===== config.mk =====
export PLATFORM = sky130hd
export DESIGN_NAME = ps2_key_event_queue
export DESIGN_NICKNAME = d
export VERILOG_FILES = /design/src/rtl/ps2_pkg.sv /design/src/rtl/ps2_frame_rx.sv /design/src/rtl/ps2_key_event_queue.sv
export SDC_FILE = /design/constraint.sdc
export NUM_CORES = 1
export LEC_CHECK = 0
export ABC_AREA = 0
export CORE_MARGIN = 5
export CORE_UTILIZATION = 53
export CTS_CLUSTER_SIZE = 28
export DETAILED_ROUTE_END_ITERATION = 8
export HOLD_SLACK_MARGIN = 0.08
export PLACE_DENSITY = 0.7
export SLEW_MARGIN = 5
export SYNTH_ARGS = -nofsm -noshare
export SYNTH_HDL_FRONTEND = slang
export SYNTH_SLANG_ARGS = --single-unit

===== constraint.sdc =====
create_clock -name CLK_50MHZ -period 6.3 [get_ports CLK_50MHZ]
set_clock_uncertainty 0.05 [all_clocks]
set_input_delay 0.63 -clock CLK_50MHZ [delete_from_list [all_inputs] [get_ports CLK_50MHZ]]
set_output_delay 0.63 -clock CLK_50MHZ [all_outputs]
set_load 0.01 [all_outputs]

===== src/rtl/ps2_pkg.sv =====
// ps2_pkg: shared byte constants, key event layout and receiver states.
package ps2_pkg;
  localparam logic [7:0] BYTE_E0 = 8'hE0;
  localparam logic [7:0] BYTE_F0 = 8'hF0;
  localparam int EVT_W = 10;
  typedef struct packed {
    logic       ext;
    logic       brk;
    logic [7:0] code;
  } key_evt_t;
  typedef enum logic [1:0] {ST_IDLE, ST_DATA, ST_PARITY, ST_STOP} rx_state_e;
  // Keyboard command/status replies that never represent a key.
  function automatic logic is_ignored(input logic [7:0] b);
    return b inside {8'h00, 8'hAA, 8'hEE, 8'hFA, 8'hFC, 8'hFD, 8'hFE, 8'hFF, 8'hE1};
  endfunction
endpackage


===== src/rtl/ps2_frame_rx.sv =====
// ps2_frame_rx: synchronises and filters the PS/2 lines, then deframes
// 11-bit frames into bytes with parity, stop-bit and timeout checking.
module ps2_frame_rx
  import ps2_pkg::*;
#(
  parameter int P_FILTER_LEN     = 4,
  parameter int P_TIMEOUT_CYCLES = 50000
) (
  input  logic       clk_i,
  input  logic       rst_ni,
  input  logic       ps2_clk_i,
  input  logic       ps2_data_i,
  output logic [7:0] byte_o,
  output logic       byte_valid_o,
  output logic       frame_err_o
);
  localparam int FW = $clog2(P_FILTER_LEN + 1);
  localparam int TW = $clog2(P_TIMEOUT_CYCLES + 1);
  logic [1:0] sync1_q, sync2_q, filt_q, filt_d;
  logic [1:0][FW-1:0] cnt_q, cnt_d;
  logic fclk_prev_q, fall, din;
  rx_state_e state_q, state_d;
  logic [2:0] bit_q, bit_d;
  logic [7:0] shift_q, shift_d;
  logic par_ok_q, par_ok_d, valid_q, valid_d, err_q, err_d;
  logic [TW-1:0] tmo_q, tmo_d;
  // Index 0 is the clock line, index 1 the data line.
  always_comb begin
    filt_d = filt_q;
    cnt_d  = '0;
    for (int i = 0; i < 2; i++)
      if (sync2_q[i] != filt_q[i]) begin
        if (cnt_q[i] == FW'(P_FILTER_LEN - 1)) filt_d[i] = sync2_q[i];
        else cnt_d[i] = cnt_q[i] + 1'b1;
      end
  end
  assign fall = fclk_prev_q & ~filt_q[0];
  assign din  = filt_q[1];
  always_comb begin
    state_d  = state_q;
    bit_d    = bit_q;
    shift_d  = shift_q;
    par_ok_d = par_ok_q;
    valid_d  = 1'b0;
    err_d    = 1'b0;
    tmo_d    = (state_q == ST_IDLE || fall) ? '0 : tmo_q + 1'b1;
    if (fall) begin
      unique case (state_q)
        ST_IDLE: begin
          state_d = din ? ST_IDLE : ST_DATA;
          bit_d   = '0;
        end
        ST_DATA: begin
          shift_d = {din, shift_q[7:1]};
          bit_d   = bit_q + 1'b1;
          state_d = (bit_q == 3'd7) ? ST_PARITY : ST_DATA;
        end
        ST_PARITY: begin
          par_ok_d = ^shift_q ^ din;
          state_d  = ST_STOP;
        end
        ST_STOP: begin
          valid_d = din & par_ok_q;
          err_d   = ~(din & par_ok_q);
          state_d = ST_IDLE;
        end
        default: state_d = ST_IDLE;
      endcase
    end else if (state_q != ST_IDLE && tmo_q == TW'(P_TIMEOUT_CYCLES - 1)) begin
      state_d = ST_IDLE;
      err_d   = 1'b1;
    end
  end
  // Lines idle high, so the filter resets to 1 to avoid a spurious edge.
  always_ff @(posedge clk_i or negedge rst_ni) begin
    if (!rst_ni) begin
      sync1_q     <= 2'b11;
      sync2_q     <= 2'b11;
      filt_q      <= 2'b11;
      cnt_q       <= '0;
      fclk_prev_q <= 1'b1;
      state_q     <= ST_IDLE;
      bit_q       <= '0;
      shift_q     <= '0;
      par_ok_q    <= 1'b0;
      valid_q     <= 1'b0;
      err_q       <= 1'b0;
      tmo_q       <= '0;
    end else begin
      sync1_q     <= {ps2_data_i, ps2_clk_i};
      sync2_q     <= sync1_q;
      filt_q      <= filt_d;
      cnt_q       <= cnt_d;
      fclk_prev_q <= filt_q[0];
      state_q     <= state_d;
      bit_q       <= bit_d;
      shift_q     <= shift_d;
      par_ok_q    <= par_ok_d;
      valid_q     <= valid_d;
      err_q       <= err_d;
      tmo_q       <= tmo_d;
    end
  end
  assign byte_o       = shift_q;
  assign byte_valid_o = valid_q;
  assign frame_err_o  = err_q;
endmodule


===== src/rtl/ps2_key_event_queue.sv =====
// ps2_key_event_queue: PS/2 receiver, E0/F0 prefix decoder, optional
// typematic repeat filter and first-word fall-through key event FIFO.
module ps2_key_event_queue
  import ps2_pkg::*;
#(
  parameter int P_FIFO_DEPTH      = 16,
  parameter int P_FILTER_LEN      = 4,
  parameter int P_TIMEOUT_CYCLES  = 50000,
  parameter int P_SUPPRESS_REPEAT = 1
) (
  input  logic                            CLK_50MHZ,
  input  logic                            RST_N,
  input  logic                            PS2CLK,
  input  logic                            DATA,
  input  logic                            POP,
  input  logic                            CLR_ERR,
  output logic                            KEY_VALID,
  output logic [7:0]                      KEY_CODE,
  output logic                            KEY_EXT,
  output logic                            KEY_RELEASED,
  output logic [$clog2(P_FIFO_DEPTH):0]   FIFO_COUNT,
  output logic                            OVERFLOW,
  output logic                            FRAME_ERR
);
  localparam int AW = $clog2(P_FIFO_DEPTH);
  localparam int CW = AW + 1;
  logic [7:0] rx_byte;
  logic rx_valid, rx_err;
  ps2_frame_rx #(.P_FILTER_LEN(P_FILTER_LEN), .P_TIMEOUT_CYCLES(P_TIMEOUT_CYCLES)) u_rx (
    .clk_i(CLK_50MHZ), .rst_ni(RST_N), .ps2_clk_i(PS2CLK), .ps2_data_i(DATA),
    .byte_o(rx_byte), .byte_valid_o(rx_valid), .frame_err_o(rx_err)
  );
  logic ext_q, ext_d, brk_q, brk_d, held_vld_q, held_vld_d;
  logic [8:0] held_q, held_d;
  logic ev_ok, held_match, drop, push, pop_ok, full, wr;
  key_evt_t evt, head;
  key_evt_t mem_q [P_FIFO_DEPTH];
  logic [AW-1:0] wr_ptr_q, wr_ptr_d, rd_ptr_q, rd_ptr_d;
  logic [CW-1:0] count_q, count_d;
  logic ovf_q, ovf_d, ferr_q, ferr_d;
  always_comb begin
    evt        = '{ext: ext_q, brk: brk_q, code: rx_byte};
    ev_ok      = rx_valid && rx_byte != BYTE_E0 && rx_byte != BYTE_F0 && !is_ignored(rx_byte);
    ext_d      = rx_valid ? (rx_byte == BYTE_E0 || (rx_byte == BYTE_F0 && ext_q)) : ext_q;
    brk_d      = rx_valid ? (rx_byte == BYTE_F0 || (rx_byte == BYTE_E0 && brk_q)) : brk_q;
    held_match = held_vld_q && held_q == {evt.ext, evt.code};
    drop       = P_SUPPRESS_REPEAT != 0 && !evt.brk && held_match;
    push       = ev_ok && !drop;
    held_vld_d = !ev_ok ? held_vld_q : !evt.brk ? 1'b1 : held_match ? 1'b0 : held_vld_q;
    held_d     = (ev_ok && !evt.brk) ? {evt.ext, evt.code} : held_q;
    // A pop frees the full slot in the same cycle, so a simultaneous push fits.
    pop_ok     = POP && count_q != '0;
    full       = count_q == CW'(P_FIFO_DEPTH);
    wr         = push && (!full || pop_ok);
    count_d    = count_q + CW'(wr) - CW'(pop_ok);
    wr_ptr_d   = wr_ptr_q + AW'(wr);
    rd_ptr_d   = rd_ptr_q + AW'(pop_ok);
    ovf_d      = (push && !wr) ? 1'b1 : CLR_ERR ? 1'b0 : ovf_q;
    ferr_d     = rx_err ? 1'b1 : CLR_ERR ? 1'b0 : ferr_q;
    head       = count_q != '0 ? mem_q[rd_ptr_q] : '0;
  end
  always_ff @(posedge CLK_50MHZ or negedge RST_N) begin
    if (!RST_N) begin
      ext_q      <= 1'b0;
      brk_q      <= 1'b0;
      held_vld_q <= 1'b0;
      held_q     <= '0;
      wr_ptr_q   <= '0;
      rd_ptr_q   <= '0;
      count_q    <= '0;
      ovf_q      <= 1'b0;
      ferr_q     <= 1'b0;
    end else begin
      ext_q      <= ext_d;
      brk_q      <= brk_d;
      held_vld_q <= held_vld_d;
      held_q     <= held_d;
      wr_ptr_q   <= wr_ptr_d;
      rd_ptr_q   <= rd_ptr_d;
      count_q    <= count_d;
      ovf_q      <= ovf_d;
      ferr_q     <= ferr_d;
    end
  end
  always_ff @(posedge CLK_50MHZ) if (wr) mem_q[wr_ptr_q] <= evt;
  assign KEY_VALID    = count_q != '0;
  assign KEY_CODE     = head.code;
  assign KEY_EXT      = head.ext;
  assign KEY_RELEASED = head.brk;
  assign FIFO_COUNT   = count_q;
  assign OVERFLOW     = ovf_q;
  assign FRAME_ERR    = ferr_q;
endmodule


## After elaboration in Yosys (flattened, before gate mapping)

Memory sizes are Yosys's and may differ from the RTL's.
Cells that the tools add are included.

| word-level totals | value |
|---|---|
| bits in registers | 72 |
| memory bits (writable) | 160 |
| word-level logic and storage cells | 123 |
| memories kept | 1 |
| bits of input ports | 6 |

| operators by class | value |
|---|---|
| add/sub/neg operators | 8 |
| bitwise logic cells | 5 |
| multiplexer cells | 24 |
| equality and inequality tests | 24 |
| reductions and logical operators | 38 |

Memories:

| memory | depth | bits a word | rd ports | clocked after memory_dff | write ports | line | source |
|---|---|---|---|---|---|---|---|
| mem_q | 16 | 10 | 1 | 0 | 1 | ps2_key_event_queue.sv:37 | `key_evt_t mem_q [P_FIFO_DEPTH];` |

Operators by type and width:

| kind | count |
|---|---|
| $eq 8x8->1 const B | 10 |
| $add 16x1->16 const B | 1 |
| $eq 16x16->1 const B | 1 |
| $mux 16 | 1 |
| $ne 8x8->1 const B | 2 |
| $logic_and 1x1->1 | 13 |
| $mux 1 | 13 |
| $mux 3 | 4 |
| $reduce_and 2->1 | 6 |
| $mux 10 | 1 |
| $reduce_bool 2->1 | 5 |
| $add 3x1->3 const B | 3 |
| $eq 9x9->1 | 1 |
| $reduce_bool 9->1 | 1 |
| $add 4x1->4 | 2 |
| $logic_not 8->1 | 1 |
| $pmux 2 s4 | 1 |
| $reduce_xor 8->1 | 1 |
| $eq 3x2->1 const B | 2 |
| $mux 2 | 3 |
| $pmux 3 s2 | 1 |
| $add 5x1->5 | 1 |
| $eq 5x5->1 const B | 1 |
| $logic_not 1->1 | 5 |
| other kinds (12) | 19 |

## Depth between registers and ports, before layout

Gate-level depths: netlist (run 1).

| logic depth | value |
|---|---|
| depth in word-level cells | 9 |
| gate-level depth with buffers | 15 |
| mapped depth without buffers | 14 |

## By module

From an unflattened synthesis (run 1), not the netlist that was laid out.

| second synthesis, totals | value |
|---|---|
| cells, all modules | 552 |
| area, all modules | 9654.3 um^2 |

By module, submodules not included:

| module | instances | cells each | area an instance (um^2) |
|---|---|---|---|
| ps2_key_event_queue | 1 | 376 | 7628.6 |
| ps2_frame_rx | 1 | 176 | 2025.7 |

## Worst setup path after synthesis (run 1)

Ideal clock, no wire load.

| timing | value |
|---|---|
| path kind | reg-to-reg |
| start | register u_rx.shift_q[0] (netlist: u_rx.byte_o[0]) |
| end | register count_q[4] (netlist: FIFO_COUNT[4]) |
| data arrival time | 3.181 ns |
| cell stages (with the launch flop) | 16 |
| slack | 2.946 ns |
| path through | dfrtp_1 inv_1 ha_1 nor4_1 o211ai_1 nor2_1 o211ai_2 buf_4 ha_1 inv_1 ha_1 fa_1 a21oi_1 nor2_1 nor2_1 xnor2_1 |

| on the way | value |
|---|---|
| cells in the longest elaborated chain, start to end | 8 |
| elaborated cells on any way between the ends | 24 |
| those cells by class | add/sub: 2; eq/ne: 11; reduce/logical: 11 |

RTL lines:

| item | line | source |
|---|---|---|
| start, declared | ps2_frame_rx.sv:24 | `logic [7:0] shift_q, shift_d;` |
| start signal, assigned | ps2_frame_rx.sv:97 | `shift_q <= shift_d;` |
| $eq 8x8->1 (tied with other cells) | ps2_pkg.sv:14 | `return b inside {8'h00, 8'hAA, 8'hEE, 8'hFA, 8'hFC, 8'hFD, 8'hFE, 8'hFF, 8'hE1};` |
| $reduce_bool 9->1 (tied with other cells) | ps2_pkg.sv:14 |  |
| $logic_not 1->1 (tied with other cells) | ps2_key_event_queue.sv:43 | `ev_ok = rx_valid && rx_byte != BYTE_E0 && rx_byte != BYTE_F0 && !is_ignored(rx_byte);` |
| $logic_and 1x1->1 or $logic_not 1->1 (tied branches) | ps2_key_event_queue.sv:43, ps2_key_event_queue.sv:48 |  |
| $logic_and 1x1->1 * | ps2_key_event_queue.sv:48 | `push = ev_ok && !drop;` |
| $logic_and 1x1->1 * | ps2_key_event_queue.sv:54 | `wr = push && (!full \|\| pop_ok);` |
| $add 5x1->5 * | ps2_key_event_queue.sv:55 | `count_d = count_q + CW'(wr) - CW'(pop_ok);` |
| $sub 5x1->5 * | ps2_key_event_queue.sv:55 |  |
| named net count_d[4] | ps2_key_event_queue.sv:39 | `logic [CW-1:0] count_q, count_d;` |
| end signal, assigned | ps2_key_event_queue.sv:80 | `count_q <= count_d;` |
| end, declared | ps2_key_event_queue.sv:39 |  |

The timed path passes the listed nets; every way through them passes the cells marked *.
A chain may end at the register's enable or synchronous reset.

## Worst setup path in the final report (run 1)

Same ends and word-level chain as after synthesis.

==> summary.txt, run 1 <==
Yosys reg bits: 232
Synth Area in XOR/XNOR: 3.284%
Die Ht: 144.6 µm
syn nets: 621
max-slew violation count: 0
worst slew pin tran: 1.248 ns
worst reg-to-reg setup slack: 2.15 ns
DR WL/cell: 20.72 µm
root buffer cell: clkbuf_16
CTS Buf Count: 23
reg2reg end: FIFO_COUNT[4]
Placer Congestion: 0.8436
status: completed
fillers: 1,325
Period minus WS final: 4.147 ns
share of layout cells above drive strength 1: 18.20%
number of synthesized flops with an enable pin: 160
period utilization: 65.82%
most common cell after layout, fill and taps aside: edfxtp_1
leakage: 3.871 nW
Avg Inst Size Synth: 16.38 µm²
first-pass GRT wire length: 28,990 µm
H-tree depth: 1
Synth Area in Adders: 3.858%
Gate Count Post-Synth: 586
placed insts: 831
pwr/cell area: 408.1 mW/mm²
area of the multi-input gates: 0.002849 mm²
Yosys cell types: 44
Total Die Area: 0.02091 mm²
crit path launch type: register
most frequent cells in the layout: edfxtp_1 (160), dfrtp_1 (64), mux4_2 (40), nor2_1 (29)
DR iter-0 viols: 413
largest net degree at the start of global routing: 73
largest family of logic cells by synthesized area: multiplexers
RR Startpoint: u_rx.byte_o[0]
Port Buf Inserts: 23
total routed wirelength: 18,070 µm
Row Count: 49
Hold Vio Cnt, Final: 0
Worst-path clk slew: 0.06 ns
number of global-route vias before repair: 5,317
Post-DRT Antenna Nets: 0
CTS tree: built
total negative slack: 0 ns
hold buffer count at cts: 0
All-Layer GR Usage: 18.14%
Vias/cell: 5.837
num ports: 24
Finished Layout Cells: 872
Clk Latency, worst-skew pair: 0.49 ns
max_slew headroom: 16.08%
clk sinks: 232
core area: 0.01790 mm²
Max IR drop VDD: 0.4439 mV
DR vias: 5,090
synthesized area: 0.009600 mm²
post-synthesis mux area share: 10.79%
Resized Gates After CTS: 0
post-DP HPWL: 11,480 µm
GRT overflow: 0
Fmax: 241.1 MHz
Initial Util: 53.63%
post-CTS setup buffers: 0
drt pass-1 iters: 5
Most used DFF post-synth: edfxtp_1
Final #Nets: 662
unrepaired setup endpoints after global routing: no
Reg area: 0.006616 mm²
worst-path maximum fanout: 21
endpoints failing setup: 0
fraction of registers with async set/reset: 31.03%
Simple-Gate Fraction of Synth Area: 6.803%
WP data arrival: 4.51 ns
Worst Reg2Reg Path Length in Cells: 14
Die Wd: 144.6 µm
sequential element share of the synthesized area: 68.90%
Max Buffers Root-to-Sink: 3
Max Cap Violations: 0
Hold Crit Class: in2async
Warnings, synthesis: 0
crit end category: register
Layout area overhead: 13.18%
DRC: 0
CP Class: reg2reg
initial antenna violation count: 0
CP required: 6.66 ns
Synth Area in Compound Gates: 4.548%
Diodes inserted: 0
[worst max path at each step]
stage	end	depth (start not counted)	start	slack, ns
after floorplan	FIFO_COUNT[4]	15	u_rx.byte_o[0]	2.95
after global placement	FIFO_COUNT[4]	14	u_rx.byte_o[1]	2.44
after detailed placement	FIFO_COUNT[4]	14	u_rx.byte_o[0]	2.21
after CTS	KEY_CODE[5]	5	rd_ptr_q[0]	2.10
after global routing	FIFO_COUNT[4]	14	u_rx.byte_o[1]	1.87
final	FIFO_COUNT[4]	14	u_rx.byte_o[0]	2.15
[area by class of cell]
type	instances	area share, %
repair buffers	40	3.247
flip-flops and latches	232	60.89
clock inverters	5	0.1958
clock buffers	36	6.115
inverters	20	0.6909
multi-input cells	310	26.22
well taps	229	2.637
[power by group]
group          internal, mW  leakage (nW)  total, mW  switching, mW
logic                 0.565          1.21       1.13          0.565
registers              1.82          2.33       2.07          0.253
clock network         0.720         0.335       1.23          0.514
total                  3.10          3.87       4.43           1.33
[metal layers]
layer	wire length [µm]	share of wire, %	global-route usage (%)
met1	7723	43	24.74
met5	0	0	0
met2	9078	50	30.68
met3	923	5.1	3.075
met4	344	1.9	4.713
[sequential cells by signal, indices dropped and copies added, names as in the netlist, 2 cells and up]
register      flops
mem_q           160
u_rx.tmo_q       16
held_q            9
u_rx.byte_o       8
u_rx.cnt_q        6
FIFO_COUNT        5
rd_ptr_q          4
wr_ptr_q          4
u_rx.bit_q        3
u_rx.filt_q       2
u_rx.state_q      2
u_rx.sync1_q      2
u_rx.sync2_q      2
[per-stage QoR]
| step | cell area, µm² | hold slack, ns | utilization, % | power (mW) | worst slack (ns) |
|---|---|---|---|---|---|
| after floorplan | 9600 | 0.2844 | - | 2.794 | 2.946 |
| after global placement | 10180 | 0.2967 | 56.86 | 3.207 | 2.436 |
| after detailed placement | 10180 | 0.2972 | 56.86 | 3.248 | 2.206 |
| after CTS | 10870 | 0.3099 | 60.69 | 4.482 | 2.096 |
| after global routing | 10870 | 0.3138 | 60.69 | 4.682 | 1.866 |
| final | 10870 | 0.2786 | 60.69 | 4.434 | 2.153 |
[worst max-delay path, stage by stage, from the launching register on]
cell and delay (ns):
dfrtp_1 0.79, inv_1 0.20, ha_1 0.30, nor4_1 0.32, o211ai_1 0.24, nor2_1 0.22, o211ai_2 0.40, ha_1 0.45
inv_1 0.04, ha_1 0.19, fa_1 0.41, a21oi_1 0.14, nor2_1 0.05, nor2_1 0.12, xnor2_1 0.13
[cells in the mapped netlist (7+ instances only)]
| cell type | count | share of area [%] |
|---|---|---|
| clkbuf_1 | 13 | 0.51 |
| inv_1 | 20 | 0.78 |
| dfrtp_1 | 65 | 17 |
| o21ai_0 | 14 | 0.73 |
| nand3_1 | 10 | 0.52 |
| ha_1 | 28 | 3.6 |
| nor3_1 | 16 | 0.83 |
| nand2_1 | 28 | 1.1 |
| a22oi_1 | 22 | 1.7 |
| a21oi_1 | 15 | 0.78 |
| nor2b_1 | 8 | 0.52 |
| edfxtp_1 | 160 | 50 |
| xnor2_1 | 19 | 1.7 |
| mux2_2 | 12 | 1.4 |
| nor4_1 | 10 | 0.65 |
| dfstp_2 | 7 | 1.9 |
| xor2_1 | 17 | 1.6 |
| nor2_1 | 29 | 1.1 |
| mux4_2 | 40 | 9.4 |
[logic make-up after synthesis]
| family | after synthesis |
|---|---|
| adder cells (fa/ha/maj) | 29 |
| multiplexers | 52 |
| AND/OR/NAND/NOR | 128 |
| flip-flops | 232 |
| buffers and inverters | 44 |
| AO/OA/AOI/OAI | 65 |
| XOR/XNOR | 36 |
No activity file was read; power rests on OpenSTA's default activity.
==> run 2, diff against run 1 <==
Clock period 6.3 ns to 4.1 ns, I/O delays scaled along.
==> summary.txt, run 2 (synthesis results as in run 1) <==
unrepaired setup endpoints after global routing: no
initial antenna violation count: 0
RR Startpoint: u_rx.byte_o[6]
DR WL/cell: 21.67 µm
post-DP HPWL: 11,820 µm
total negative slack: 0 ns
Max IR drop VDD: 0.4358 mV
Vias/cell: 5.879
Hold Vio Cnt, Final: 0
worst-path maximum fanout: 14
reg2reg end: FIFO_COUNT[4]
Fmax: 287.8 MHz
Largest Register: mem_q
Final #Nets: 677
fillers: 1,304
Hold Crit Depth: 1
Clk pwr share: 28.1%
Initial Util: 53.63%
Post-DRT Antenna Nets: 0
placed insts: 844
Port Buf Inserts: 23
All-Layer GR Usage: 18.99%
most common cell after layout, fill and taps aside: edfxtp_1
Placer Congestion: 0.8471
crit end category: primary output
Worst-path clk slew: 0.06 ns
share of layout cells above drive strength 1: 19.85%
Max Cap Violations: 0
HP Start: PS2CLK
status: completed
period utilization: 84.74%
CP required: 3.64 ns
Worst Reg2Reg Path Length in Cells: 14
switching share of power: 30.06%
num ports: 24
Hold Path Sink: u_rx.sync1_q[0]
CP Class: reg2out
Die Wd: 144.6 µm
final worst setup slack: 0.6258 ns
pre-CTS setup slack: 0.7337 ns
Layout area overhead: 14.58%
WP data arrival: 3.01 ns
CP max stage delay: 0.69 ns
pwr/cell area: 630.4 mW/mm²
crit-path cells: buf_4, mux4_2, a22oi_1, a21oi_1, clkdlybuf4s50_1
number of global-route vias before repair: 5,425
hold_ws: 0.2541 ns
hold buffer count at cts: 1
Max Buffers Root-to-Sink: 3
CP top delay family: buffers and inverters
max-slew violation count: 0
worst slew pin tran: 1.109 ns
Int Pwr: 4.850 mW
drt pass-1 iters: 5
CTS Buf Count: 24
Hold Crit Class: in2reg
Net Switching: 2.085 mW
Clk Latency, worst-skew pair: 0.52 ns
CTS tree: built
max_slew headroom: 25.91%
crit path launch type: register
Total Die Area: 0.02091 mm²
Largest register FFs: 160
clk sinks: 232
Diodes inserted: 0
total power: 6.934 mW
DRC: 0
CP Buf/Inv Count: 2
H-tree depth: 1
Period minus WS final: 3.474 ns
Regs by FF count: mem_q x160, u_rx.tmo_q x16, held_q x9
Finished Layout Cells: 884
leakage: 3.953 nW
worst reg-to-reg setup slack: 0.65 ns
total routed wirelength: 19,160 µm
endpoints failing setup: 0
Resized Gates After CTS: 0
post-CTS setup buffers: 0
DR iter-0 viols: 390
core area: 0.01790 mm²
GRT overflow: 0
first-pass GRT wire length: 29,820 µm
Die Ht: 144.6 µm
largest net degree at the start of global routing: 41
most frequent cells in the layout: edfxtp_1 (160), dfrtp_1 (64), mux4_2 (40), nor2_1 (29), buf_4 (29)
DR vias: 5,197
sequential power share: 44.0%
Row Count: 49
Slowest-stage cell, CP: dfrtp_2
logic gate share of total power: 27.9%
root buffer cell: clkbuf_16
[run 2: power by group through the flow]
| stage | Clock (mW) | Combinational [mW] | Sequential [mW] |
|---|---|---|---|
| after floorplan | 0 | 1.28 | 3.02 |
| after global placement | 0 | 1.89 | 3.08 |
| after detailed placement | 0 | 1.94 | 3.10 |
| after CTS | 1.98 | 1.96 | 3.05 |
| after global routing | 2.10 | 2.11 | 3.09 |
| final | 1.95 | 1.93 | 3.05 |
[run 2: worst max-delay path by stage]
stage                               from             to  slack [ns]  cells after the start
after global routing      u_rx.byte_o[6]  FIFO_COUNT[4]        0.36                     14
after CTS                    rd_ptr_q[0]    KEY_CODE[7]        0.56                      5
after floorplan           u_rx.byte_o[0]  FIFO_COUNT[4]        0.75                     15
after global placement    u_rx.byte_o[6]  FIFO_COUNT[4]        0.87                     14
after detailed placement  u_rx.byte_o[6]  FIFO_COUNT[4]        0.73                     14
final                        rd_ptr_q[0]    KEY_CODE[6]        0.63                      5
[run 2: final cells by class]
class	count	area [µm²]	share of cell area, %
Multi-Input combinational cell	310	2849	25.90
Timing Repair Buffer	54	473.0	4.299
Clock buffer	35	671.9	6.108
Sequential cell	232	6616	60.15
Tap cell	229	286.5	2.605
Inverter	20	75.07	0.6824
Clock inverter	4	28.78	0.2616
[run 2: worst register-to-register path, delay by kind of cell, from the launching register on]
family	cells	cell delay, ns
adder cells (fa/ha/maj)	4	1.12
AO/OA/AOI/OAI	4	0.74
flip-flops	1	0.69
AND/OR/NAND/NOR	3	0.43
buffers and inverters	2	0.22
XOR/XNOR	1	0.13
[run 2: through the flow]
stage,instance area (µm²),util [%]
6_report,11000,61.45
2_1_floorplan,9600,-
4_1_cts,11000,61.45
5_1_grt,11000,61.45
3_5_place_dp,10290,57.48
3_3_place_gp,10290,57.48
[run 2: per-layer routing]
metal / vias to the layer above / track usage [%] / part of all wire, %
li1: 2351 / - / -
met1: 2640 / 24.73 / 39
met2: 170 / 32.80 / 51
met3: 36 / 3.902 / 7.0
met4: 0 / 5.106 / 2.4
met5: - / 0 / 0
==> run 3, diff against run 2 <==
Settings changed: PLACE_DENSITY 0.7 to 0.73.
Clock period 4.1 ns to 2.9 ns, I/O delays scaled along.
==> summary.txt, run 3 (synthesis results as in run 1) <==
clk sinks: 232
met1 WL: 8210 µm
Vias/cell: 5.784
total routed wirelength: 19,640 µm
unrepaired setup endpoints after global routing: yes
Period minus WS final: 2.884 ns
Largest register FFs: 160
Hold Crit Class: in2reg
logic gate share of total power: 31.1%
share of layout cells above drive strength 1: 30.13%
DR WL met2: 9865 µm
Worst-path clk slew: 0.06 ns
area of the multi-input gates: 0.002995 mm²
Max Cap Violations: 0
DR WL/cell: 21.44 µm
Max Buffers Root-to-Sink: 3
Int Pwr: 7.492 mW
All-Layer GR Usage: 19.48%
most frequent cells in the layout: edfxtp_1 (160), dfrtp_1 (57), buf_4 (54), mux4_2 (40)
first-pass GRT wire length: 30,880 µm
CP max stage delay: 0.44 ns
final worst setup slack: 0.01630 ns
core area: 0.01790 mm²
drt pass-1 iters: 5
sequential power share: 39.6%
total negative slack: 0 ns
Port Buf Inserts: 23
Layout area overhead: 20.32%
pre-CTS setup slack: -0.02541 ns
switching share of power: 29.89%
Final #Nets: 707
Fmax: 346.8 MHz
initial antenna violation count: 0
DR vias: 5,298
worst slew pin tran: 1.045 ns
Diodes inserted: 0
Initial Util: 53.63%
met3 WL: 1133 µm
num ports: 24
Max IR drop VDD: 0.6487 mV
Clk Latency, worst-skew pair: 0.51 ns
CTS Buf Count: 24
period utilization: 99.44%
max_slew headroom: 29.88%
CP Class: reg2reg
crit end category: register
DR iter-0 viols: 417
endpoints failing setup: 0
Regs by FF count: mem_q x160, u_rx.tmo_q x16, held_q x9
Die Wd: 144.6 µm
status: completed
H-tree depth: 1
WP data arrival: 3.26 ns
Largest Register: mem_q
max-slew violation count: 0
GRT overflow: 0
root buffer cell: clkbuf_16
fillers: 1,240
CTS tree: built
Post-DRT Antenna Nets: 0
Slowest-stage cell, CP: dfrtp_2
number of global-route vias before repair: 5,553
top routing layer in use: met4
largest net degree at the start of global routing: 73
crit-path cells: inv_2, ha_2, nor4_2, o211ai_1, nor2_2, o211ai_2, ha_1, inv_1, ha_2, fa_2, a21oi_2, nor2_1, nor2_1, xnor2_1
Reg area: 0.006628 mm²
Clk pwr share: 29.2%
Row Count: 49
leakage: 4.225 nW
Total Die Area: 0.02091 mm²
worst-path maximum fanout: 6
pwr/cell area: 925.0 mW/mm²
Placer Congestion: 0.8831
post-DP HPWL: 12,670 µm
Net Switching: 3.193 mW
CP required: 3.28 ns
crit path launch type: register
DRC: 0
Die Ht: 144.6 µm
Hold Vio Cnt, Final: 0
most common cell after layout, fill and taps aside: edfxtp_1
run 3: changes by cell type in the layout (fill, tap and decap cells not counted), moves of 6 or more:
cell             previous run  this run
buf_4                      29        54
a22oi_1                    22         6
a22oi_2                     0        16
clkdlybuf4s50_1            22        12
dfrtp_1                    64        57
nor3_1                     16         9
nor3_2                      0         7
dfrtp_2                     1         7
run 3: worst paths after layout:
path / from / endpoint / cells after the start / slack (ns)
setup / recovery: u_rx.byte_o[1] / FIFO_COUNT[4] / 14 / 0.02
hold / removal: DATA / u_rx.sync1_q[1] / 1 / 0.13
setup reg to reg: u_rx.byte_o[1] / FIFO_COUNT[4] / 14 / 0.02
max in group asynchronous: RST_N / rd_ptr_q[0] / 2 / 1.75
min in group asynchronous: RST_N / u_rx.tmo_q[11] / 2 / 0.39
hold reg to reg: u_rx.sync1_q[0] / u_rx.sync2_q[0] / 0 / 0.31
run 3: final cells by class:
| type | count | share of cell area (%) |
|---|---|---|
| clock inverters | 11 | 1.430 |
| multi-input cells | 310 | 25.93 |
| repair buffers | 84 | 6.564 |
| well taps | 229 | 2.480 |
| inverters | 20 | 0.6499 |
| clock buffers | 30 | 5.568 |
| flip-flops and latches | 232 | 57.38 |
run 3: what timing repair did:
item | in CTS | in global routing
hold buffers | 1 | 0
setup buffers | 2 | 14
hold endpoints to repair | 65 | 0
resized for setup | 26 | 19
pin swaps | 2 | 7
endpoints found under the setup margin | 11 | 6
run 3: per-stage QoR:
stage,power (mW),std cells,instance area (µm²),hold WS (ns),utilization (%)
after CTS,10.59,902,11380,0.1201,63.59
after global routing,11.21,916,11550,0.1405,64.52
after detailed placement,7.336,858,10460,0.2991,58.44
after floorplan,6.079,586,9657,-0.05559,-
final,10.69,916,11550,0.1344,64.52
after global placement,7.224,858,10460,0.2967,58.44
run 3: per-layer routing:
| metal | track usage [%] | up-vias |
|---|---|---|
| li1 | - | 2411 |
| met1 | 26.84 | 2699 |
| met2 | 32.72 | 154 |
| met3 | 3.406 | 34 |
| met4 | 4.811 | 0 |
| met5 | 0 | - |
run 3: power groups by stage:
stage                     clock network [mW]  registers [mW]  logic, mW
final                                   3.12            4.24       3.33
after global routing                    3.33            4.26       3.62
after floorplan                            0            4.27       1.81
after detailed placement                   0            4.29       3.04
after global placement                     0            4.27       2.96
after CTS                               3.18            4.23       3.18
run 3: worst max-delay path, delay by kind of cell, from the launching register on:
| family | cells | cell delay, ns |
|---|---|---|
| buffers and inverters | 2 | 0.10 |
| AND/OR/NAND/NOR | 4 | 0.62 |
| AO/OA/AOI/OAI | 3 | 0.41 |
| XOR/XNOR | 1 | 0.13 |
| flip-flops | 1 | 0.44 |
| adder cells (fa/ha/maj) | 4 | 1.05 |
